## src/rtl/uart_pkg.sv

```systemverilog
// Shared definitions for the buffered UART receive path: FSM encoding,
// register map offsets and status-word bit positions.
package uart_pkg;

    typedef enum logic [2:0] {
        WAIT_IDLE = 3'd0,
        IDLE      = 3'd1,
        START     = 3'd2,
        DATA      = 3'd3,
        STOP      = 3'd4
    } rx_state_t;

    localparam logic [7:0] UART_DATA_OFS   = 8'h04;
    localparam logic [7:0] UART_STATUS_OFS = 8'h10;

    localparam int STAT_TX_IDLE   = 0;
    localparam int STAT_NOT_EMPTY = 1;
    localparam int STAT_OVERRUN   = 2;
    localparam int STAT_FRAME_ERR = 3;

endpackage

```

## src/rtl/sync_fifo.sv

```systemverilog
// Single-clock FIFO with extra-MSB pointers and a registered read port.
// A pop on an empty FIFO returns zero; there is no write-to-read bypass.
module sync_fifo #(
    parameter int WIDTH      = 8,
    parameter int DEPTH_LOG2 = 3
) (
    input  logic             clk,
    input  logic             rst,
    input  logic             push,
    input  logic             pop,
    input  logic [WIDTH-1:0] wdata,
    output logic [WIDTH-1:0] rdata,
    output logic             full,
    output logic             not_empty
);

    localparam logic [DEPTH_LOG2:0] PTR_ONE = 1;

    logic [DEPTH_LOG2:0] wptr;
    logic [DEPTH_LOG2:0] rptr;
    logic [WIDTH-1:0]    mem [2**DEPTH_LOG2];
    logic                do_push;
    logic                do_pop;

    assign not_empty = (wptr != rptr);
    assign full      = (wptr[DEPTH_LOG2] != rptr[DEPTH_LOG2]) &&
                       (wptr[DEPTH_LOG2-1:0] == rptr[DEPTH_LOG2-1:0]);

    // A pop in the same cycle frees the slot a full-FIFO push needs.
    assign do_push = push && (!full || pop);
    assign do_pop  = pop && not_empty;

    always_ff @(posedge clk) begin
        if (rst) begin
            wptr  <= '0;
            rptr  <= '0;
            rdata <= '0;
        end else begin
            if (do_push) wptr <= wptr + PTR_ONE;
            if (do_pop)  rptr <= rptr + PTR_ONE;
            if (pop)     rdata <= not_empty ? mem[rptr[DEPTH_LOG2-1:0]] : '0;
        end
    end

    // NOTE: storage is deliberately left out of reset; the pointers alone
    // define which entries are valid, so clearing the array buys nothing.
    always_ff @(posedge clk) begin
        if (do_push) mem[wptr[DEPTH_LOG2-1:0]] <= wdata;
    end

endmodule

```

## src/rtl/uart_rx_fifo.sv

```systemverilog
// Buffered UART receiver: two-flop synchroniser, oversampled 8N1
// deserialiser and a receive FIFO popped by bus reads of the data word.
module uart_rx_fifo
    import uart_pkg::*;
#(
    parameter int CLOCK_DIV  = 104,
    parameter int DEPTH_LOG2 = 3
) (
    input  logic       clk,
    input  logic       rst,
    input  logic       uart_rx,
    input  logic       pop,
    input  logic       clear_err,
    output logic [7:0] rdata,
    output logic       not_empty,
    output logic       full,
    output logic       overrun,
    output logic       frame_err
);

    localparam int CW = $clog2(CLOCK_DIV);
    localparam logic [CW-1:0] CNT_BIT  = CW'(CLOCK_DIV - 1);
    localparam logic [CW-1:0] CNT_HALF = CW'(CLOCK_DIV / 2 - 1);
    localparam logic [CW-1:0] CNT_ONE  = 1;

    logic            rx_meta;
    logic            rx_s;
    rx_state_t       state;
    logic [CW-1:0]   cnt;
    logic [2:0]      idx;
    logic [7:0]      shreg;
    logic            stop_ok;
    logic            push;
    logic            drop;

    // Synchroniser resets to the idle line level so reset never looks like a start bit.
    always_ff @(posedge clk) begin
        if (rst) begin
            rx_meta <= 1'b1;
            rx_s    <= 1'b1;
        end else begin
            rx_meta <= uart_rx;
            rx_s    <= rx_meta;
        end
    end

    assign stop_ok = (state == STOP) && (cnt == '0) && rx_s;
    assign push    = stop_ok && (!full || pop);
    assign drop    = stop_ok && full && !pop;

    // NOTE: all state here is updated with non-blocking assignments so every
    // branch reads the pre-edge values of cnt, idx and shreg.
    always_ff @(posedge clk) begin
        if (rst) begin
            state     <= WAIT_IDLE;
            cnt       <= CNT_BIT;
            idx       <= '0;
            shreg     <= '0;
            overrun   <= 1'b0;
            frame_err <= 1'b0;
        end else begin
            // A setting event later in this block overrides the clear.
            if (clear_err) begin
                overrun   <= 1'b0;
                frame_err <= 1'b0;
            end
            if (drop) overrun <= 1'b1;

            case (state)
                WAIT_IDLE: begin
                    if (!rx_s)            cnt   <= CNT_BIT;
                    else if (cnt == '0)   state <= IDLE;
                    else                  cnt   <= cnt - CNT_ONE;
                end
                IDLE: begin
                    if (!rx_s) begin
                        state <= START;
                        cnt   <= CNT_HALF;
                    end
                end
                START: begin
                    if (cnt != '0) begin
                        cnt <= cnt - CNT_ONE;
                    end else if (rx_s) begin
                        state <= IDLE;
                    end else begin
                        state <= DATA;
                        cnt   <= CNT_BIT;
                        idx   <= '0;
                    end
                end
                DATA: begin
                    if (cnt != '0) begin
                        cnt <= cnt - CNT_ONE;
                    end else begin
                        shreg <= {rx_s, shreg[7:1]};
                        cnt   <= CNT_BIT;
                        if (idx == 3'd7) state <= STOP;
                        else             idx   <= idx + 3'd1;
                    end
                end
                STOP: begin
                    if (cnt != '0) begin
                        cnt <= cnt - CNT_ONE;
                    end else if (rx_s) begin
                        state <= IDLE;
                    end else begin
                        // Line held low: wait for a full idle bit before hunting again.
                        state     <= WAIT_IDLE;
                        cnt       <= CNT_BIT;
                        frame_err <= 1'b1;
                    end
                end
                default: state <= WAIT_IDLE;
            endcase
        end
    end

    sync_fifo #(
        .WIDTH      (8),
        .DEPTH_LOG2 (DEPTH_LOG2)
    ) u_fifo (
        .clk       (clk),
        .rst       (rst),
        .push      (push),
        .pop       (pop),
        .wdata     (shreg),
        .rdata     (rdata),
        .full      (full),
        .not_empty (not_empty)
    );

endmodule

```

## config.mk

```make
export PLATFORM = sky130hd
export DESIGN_NAME = uart_rx_fifo
export DESIGN_NICKNAME = d
export VERILOG_FILES = /design/src/rtl/uart_pkg.sv /design/src/rtl/sync_fifo.sv /design/src/rtl/uart_rx_fifo.sv
export SDC_FILE = /design/constraint.sdc
export NUM_CORES = 1
export LEC_CHECK = 0
export CELL_PAD_IN_SITES_DETAIL_PLACEMENT = 0
export CELL_PAD_IN_SITES_GLOBAL_PLACEMENT = 1
export CORE_MARGIN = 3
export CORE_UTILIZATION = 50
export CTS_CLUSTER_DIAMETER = 80
export DETAILED_ROUTE_END_ITERATION = 8
export PLACE_DENSITY = 0.77
export SYNTH_ARGS = -nofsm -noshare
export SYNTH_HDL_FRONTEND = slang
export SYNTH_SLANG_ARGS = --single-unit
```

## constraint.sdc

```tcl
create_clock -name clk -period 3.8 [get_ports clk]
set_input_delay 0.38 -clock clk [delete_from_list [all_inputs] [get_ports clk]]
set_output_delay 0.38 -clock clk [all_outputs]
set_load 0.005 [all_outputs]
```

==> results of run 1 <==
state kept, by name, summed over array words and instances (netlist names), 3 cells and up, named ones only:
name,count
shreg,8
u_fifo.rptr,4
idx,3
u_fifo.rdata,8
state,3
u_fifo.mem,64
u_fifo.wptr,4
cnt,7
area by class of cell:
cell class,count,area [sq um]
Fill cell,710,3800
Clock inverter,7,57.6
Timing Repair Buffer,25,228
Inverter,9,33.8
Tap cell,108,135
Multi-Input combinational cell,213,1630
Sequential cell,108,2800
Clock buffer,9,124
per-layer routing:
layer	up-vias	track usage, %	part of all wire [%]
met1	1369	22.8	45
met4	0	4.29	0.44
met2	39	30.7	52
met3	2	4.61	2.6
li1	1365	-	-
met5	-	0	0
per-stage QoR:
step / hold slack [ns] / util [%] / total power (W)
2_1_floorplan: 0.389 / - / 0.00128
3_3_place_gp: 0.398 / 54.8 / 0.00129
3_5_place_dp: 0.403 / 54.8 / 0.00129
4_1_cts: 0.429 / 56.9 / 0.00193
5_1_grt: 0.439 / 56.9 / 0.00198
6_report: 0.427 / 56.9 / 0.00191
power groups by stage:
stage | clock, W | combinational [W] | sequential [W]
after floorplan | 0 | 0.0000219 | 0.00126
after global placement | 0 | 0.0000328 | 0.00126
after detailed placement | 0 | 0.0000331 | 0.00126
after CTS | 0.000662 | 0.0000333 | 0.00123
after global routing | 0.000710 | 0.0000373 | 0.00123
final | 0.000643 | 0.0000331 | 0.00123
path summary, 6_finish.rpt:
check | from | endpoint | slack (ns) | cells after the start
worst max-delay path | u_fifo.wptr[1] | full | 1.14 | 3
worst max register to register | cnt[0] | u_fifo.mem[7][6] | 1.19 | 6
worst min register to register | rx_meta | rx_s | 0.43 | 1
worst min-delay path | rx_meta | rx_s | 0.43 | 1
layout by cell type, fill, tap and decap left out, types with 3 or more instances in the layout:
cell              n
a21oi_1          21
buf_4             9
clkbuf_8          9
clkdlybuf4s50_1  16
dfxtp_1          44
edfxtp_1         64
ha_1              6
inv_1             9
mux2_2            3
mux2i_1          11
mux4_2           16
nand2_1          38
nand2b_1          4
nand3_1           7
nand4_1           3
nor2_1           16
nor2b_1           5
nor3_1            6
nor4_1            8
o21ai_0          14
or3_1             5
or4_1             4
xor2_1            8
cell families (layout without fill, tap and decap cells):
family          count (synthesis)  after routing  synth area share, %
xor+xnor                        9              9                 1.73
fa+ha+maj                       6              6                 1.65
compound gates                 61             61                 8.94
mux                            30             30                 11.1
flops                         108            108                 61.4
simple gates                  107            107                 12.3
buf+inv                        31             50                 2.85
synth_stat cells (7+ instances only):
library cell  count
edfxtp_1         64
dfxtp_1          44
nand2_1          38
a21oi_1          21
mux4_2           16
nor2_1           16
clkbuf_1         15
o21ai_0          14
mux2i_1          11
inv_1             9
nor4_1            8
xor2_1            8
nand3_1           7
worst register-to-register path: stages (launching register included):
cell	delay (ns)
dfxtp_1	0.35
inv_1	0.11
ha_1	0.19
nor2b_1	0.44
and4_1	0.28
a21bo_2	0.29
nor2_1	0.59
==> results.txt, run 1 <==
CTS Hold Bufs -> 0
DR vias -> 2775
Root Driver -> clkbuf_8
Place WS -> 1.21 ns
Area after DPL -> 0.00483 sq mm
PwrDens -> 381 mW/mm^2
Ports -> 17
Max-Cap Viols -> 0
Setup Buffers After CTS -> 0
CP max-delay cell -> clkdlybuf4s50_1
Worst slew pin tran -> 1.05 ns
Layout cell share with drive strength beyond 1 -> 14.6%
Vias in the first global route -> 2822
Final Max Tran Viols -> 0
Mapped cell area -> 0.00456 sq mm
Dominant cells by area after synthesis -> edfxtp_1, dfxtp_1, mux4_2
Largest net degree at the start of global routing -> 25
Die height -> 102 microns
CP arrival -> 2.28 ns
Drt total wl -> 8440 microns
Top cell type's share of synthesized area -> 42.1%
Setup Crit Path Kind -> reg2out
Chip width -> 102 microns
Slowest stage delay, CP -> 0.62 ns
Switch Pwr -> 0.000420 W
Clock Path Buffers -> 2
Ys Warns -> 0
Clock power share -> 33.7%
Number of synthesized flops with an enable pin -> 64
Fin Clk Skew -> 0.0177 ns
Syn Nets -> 363
Worst-path cell chain -> xor2_1, nor4_2, clkdlybuf4s50_1
Startpoint Class -> flip-flop
Synth async-reset ratio -> 0%
P_leak -> 1.65 nW
DRC viols -> 0
Number of H-tree levels -> 3
Register area share after synthesis -> 61.4%
Comb power frac -> 1.7%
Worst rel slew slack -> 29.8%
Final hold viol count -> 0
Worst skew pair latency -> 0.37 ns
TritonCTS Buffers -> 9
Critical path's top delay family -> buffers and inverters
Design Area, Final -> 0.00501 sq mm
Status -> completed
Switching share of power -> 22.0%
Final period util -> 69.9%
CTS tree -> built
GRT Overall Usage -> 17.9%
Wirelength per Cell -> 17.6 microns
Routed vias/inst -> 5.79
Drt initial violations -> 103
Final HPWL DP -> 5910 microns
RSZ-0062 raised after global routing -> no
Initial antenna violation count -> 0
First-pass GRT wire length -> 14200 microns
Die ar. -> 0.0103 sq mm
Fin cells -> 479
Initial Util -> 51.8%
CP Max Fanout -> 9
# port buffers -> 16
Most used DFF post-synth -> edfxtp_1
Routability cong. -> 0.849
Setup total negative slack -> 0 ns
Antenna-violating nets left -> 0
First-pass DRT Iterations -> 4
WP data required -> 3.42 ns
Post-CTS sizing -> 0
Row cnt -> 34
Clock Pin Slew Worst Setup and Hold Paths -> 0.11 ns
Clk sinks -> 108
#FFs+latches synth -> 108
Syn Area/Cell -> 13.0 sq um
Grt ovf -> 0
CP Buf/Inv Count -> 1
Synth unique cells -> 55
Setup ws final -> 1.14 ns
VDD IR-drop max -> 0.165 mV
Cell taking the most area after synthesis -> edfxtp_1
Core area -> 0.00881 sq mm
Fmax -> 376 MHz
Cell total after placement -> 463
Area Growth Syn to Fin -> 9.82%
Setup crit end kind -> primary output
Hold/Removal Path Class -> reg2reg
Internal power -> 0.00149 W
Crit path time final -> 2.66 ns
Cells after Synth -> 352
Nets -> 377
Share of total power in sequential cells -> 64.6%
# diodes -> 0
Final setup vio count -> 0
Power figures use the tool's default switching activity.
==> run 2: changes to the inputs <==
Clock period 3.8 ns to 2.8 ns, I/O delays scaled along.
==> results.txt, run 2 (synthesis gave the netlist of run 1 again) <==
Drt total wl -> 8730 microns
Hold/Removal Path Class -> reg2reg
Final hold viol count -> 0
Status -> completed
Flop2flop setup slack -> 0.45 ns
TritonCTS Buffers -> 9
CP Max Fanout -> 9
Drt initial violations -> 157
CTS tree -> built
Grt ovf -> 0
Total Power -> 0.00271 W
Final hold slack -> 0.418 ns
CP arrival -> 2.12 ns
Die ar. -> 0.0103 sq mm
Setup Buffers After CTS -> 0
P_leak -> 1.70 nW
Ports -> 17
Layout cell share with drive strength beyond 1 -> 15.3%
Antenna-violating nets left -> 0
VDD IR-drop max -> 0.294 mV
Vias in the first global route -> 2731
Initial antenna violation count -> 0
Worst slew pin tran -> 0.699 ns
Setup total negative slack -> 0 ns
Startpoint Class -> flip-flop
Setup crit end kind -> primary output
CTS Hold Bufs -> 0
Fmax -> 417 MHz
First-pass DRT Iterations -> 4
Most common cell after layout, fill and taps aside -> edfxtp_1
# port buffers -> 16
# diodes -> 0
Number of H-tree levels -> 3
Most frequent cells in the layout -> edfxtp_1, dfxtp_1, nand2_1
Routed vias/inst -> 5.85
Crit path time final -> 2.40 ns
Max-Cap Viols -> 0
Final HPWL DP -> 6060 microns
Fin Clk Skew -> 0.00944 ns
Final setup vio count -> 0
DRC viols -> 0
Root Driver -> clkbuf_8
Row cnt -> 34
PwrDens -> 533 mW/mm^2
Core area -> 0.00881 sq mm
Chip width -> 102 microns
Clock Path Buffers -> 2
Largest net degree at the start of global routing -> 23
Area Growth Syn to Fin -> 11.6%
RSZ-0062 raised after global routing -> no
Initial Util -> 51.8%
Nets -> 384
Final period util -> 85.6%
Final Max Tran Viols -> 0
DR vias -> 2842
First-pass GRT wire length -> 14400 microns
GRT Overall Usage -> 18.3%
Setup Crit Path Kind -> reg2out
Routability cong. -> 0.856
Wirelength per Cell -> 18.0 microns
Filler cell count -> 733
Worst rel slew slack -> 53.3%
Worst skew pair latency -> 0.35 ns
Die height -> 102 microns
Post-CTS sizing -> 0
Clock Pin Slew Worst Setup and Hold Paths -> 0.09 ns
Clk sinks -> 108
WP data required -> 2.52 ns
Max FFs per register -> 64
-- run 2: changes by cell type in the layout (fill, tap and decap cells not counted), sizes merged --
| cell | before | now |
|---|---|---|
| buf | 9 | 16 |
| clkbuf | 9 | 12 |
| bufinv | 0 | 2 |
| clkinvlp | 2 | 0 |
| inv | 12 | 10 |
| clkinv | 2 | 1 |
-- run 2: routing by layer --
| metal | global-route usage [%] | share of wire (%) | vias up |
|---|---|---|---|
| met1 | 25.8 | 47 | 1400 |
| met4 | 6.24 | 1.3 | 0 |
| li1 | - | - | 1372 |
| met2 | 29.2 | 49 | 60 |
| met5 | 0 | 0 | - |
| met3 | 2.75 | 3.0 | 10 |
-- run 2: critical path: stages, from the launching register on --
cell,delay [ns]
dfxtp_1,0.55
xor2_1,0.19
or4_1,0.56
clkdlybuf4s50_1,0.47
-- run 2: final timing paths --
kind	end	from	cells after the start
setup reg to reg	u_fifo.mem[1][7]	cnt[0]	7
hold reg to reg	rx_s	rx_meta	1
hold / removal	rx_s	rx_meta	1
setup / recovery	not_empty	u_fifo.wptr[1]	3
-- run 2: power by group --
group	switching [W]	internal, W
sequential	0.00000549	0.00167
clock	0.000485	0.000508
combinational	0.0000276	0.0000192
total	0.000518	0.00219
-- run 2: cell type report --
cell class,instances,area (sq um),area share [%]
multi-input cells,213,1630,32.0
clock buffers,12,135,2.65
clock inverters,4,73.8,1.45
inverters,9,33.8,0.664
well taps,108,135,2.65
flip-flops and latches,108,2800,55.1
repair buffers,32,280,5.51
-- run 2: stage by stage --
stage / cells / worst slack [ns] / utilization (%) / cell area [sq um]
after CTS: 486 / 0.383 / 57.8 / 5090
after floorplan: 352 / 0.0823 / - / 4560
final: 486 / 0.403 / 57.8 / 5090
after global placement: 470 / 0.572 / 55.4 / 4880
after global routing: 486 / 0.203 / 57.8 / 5090
after detailed placement: 470 / 0.469 / 55.4 / 4880
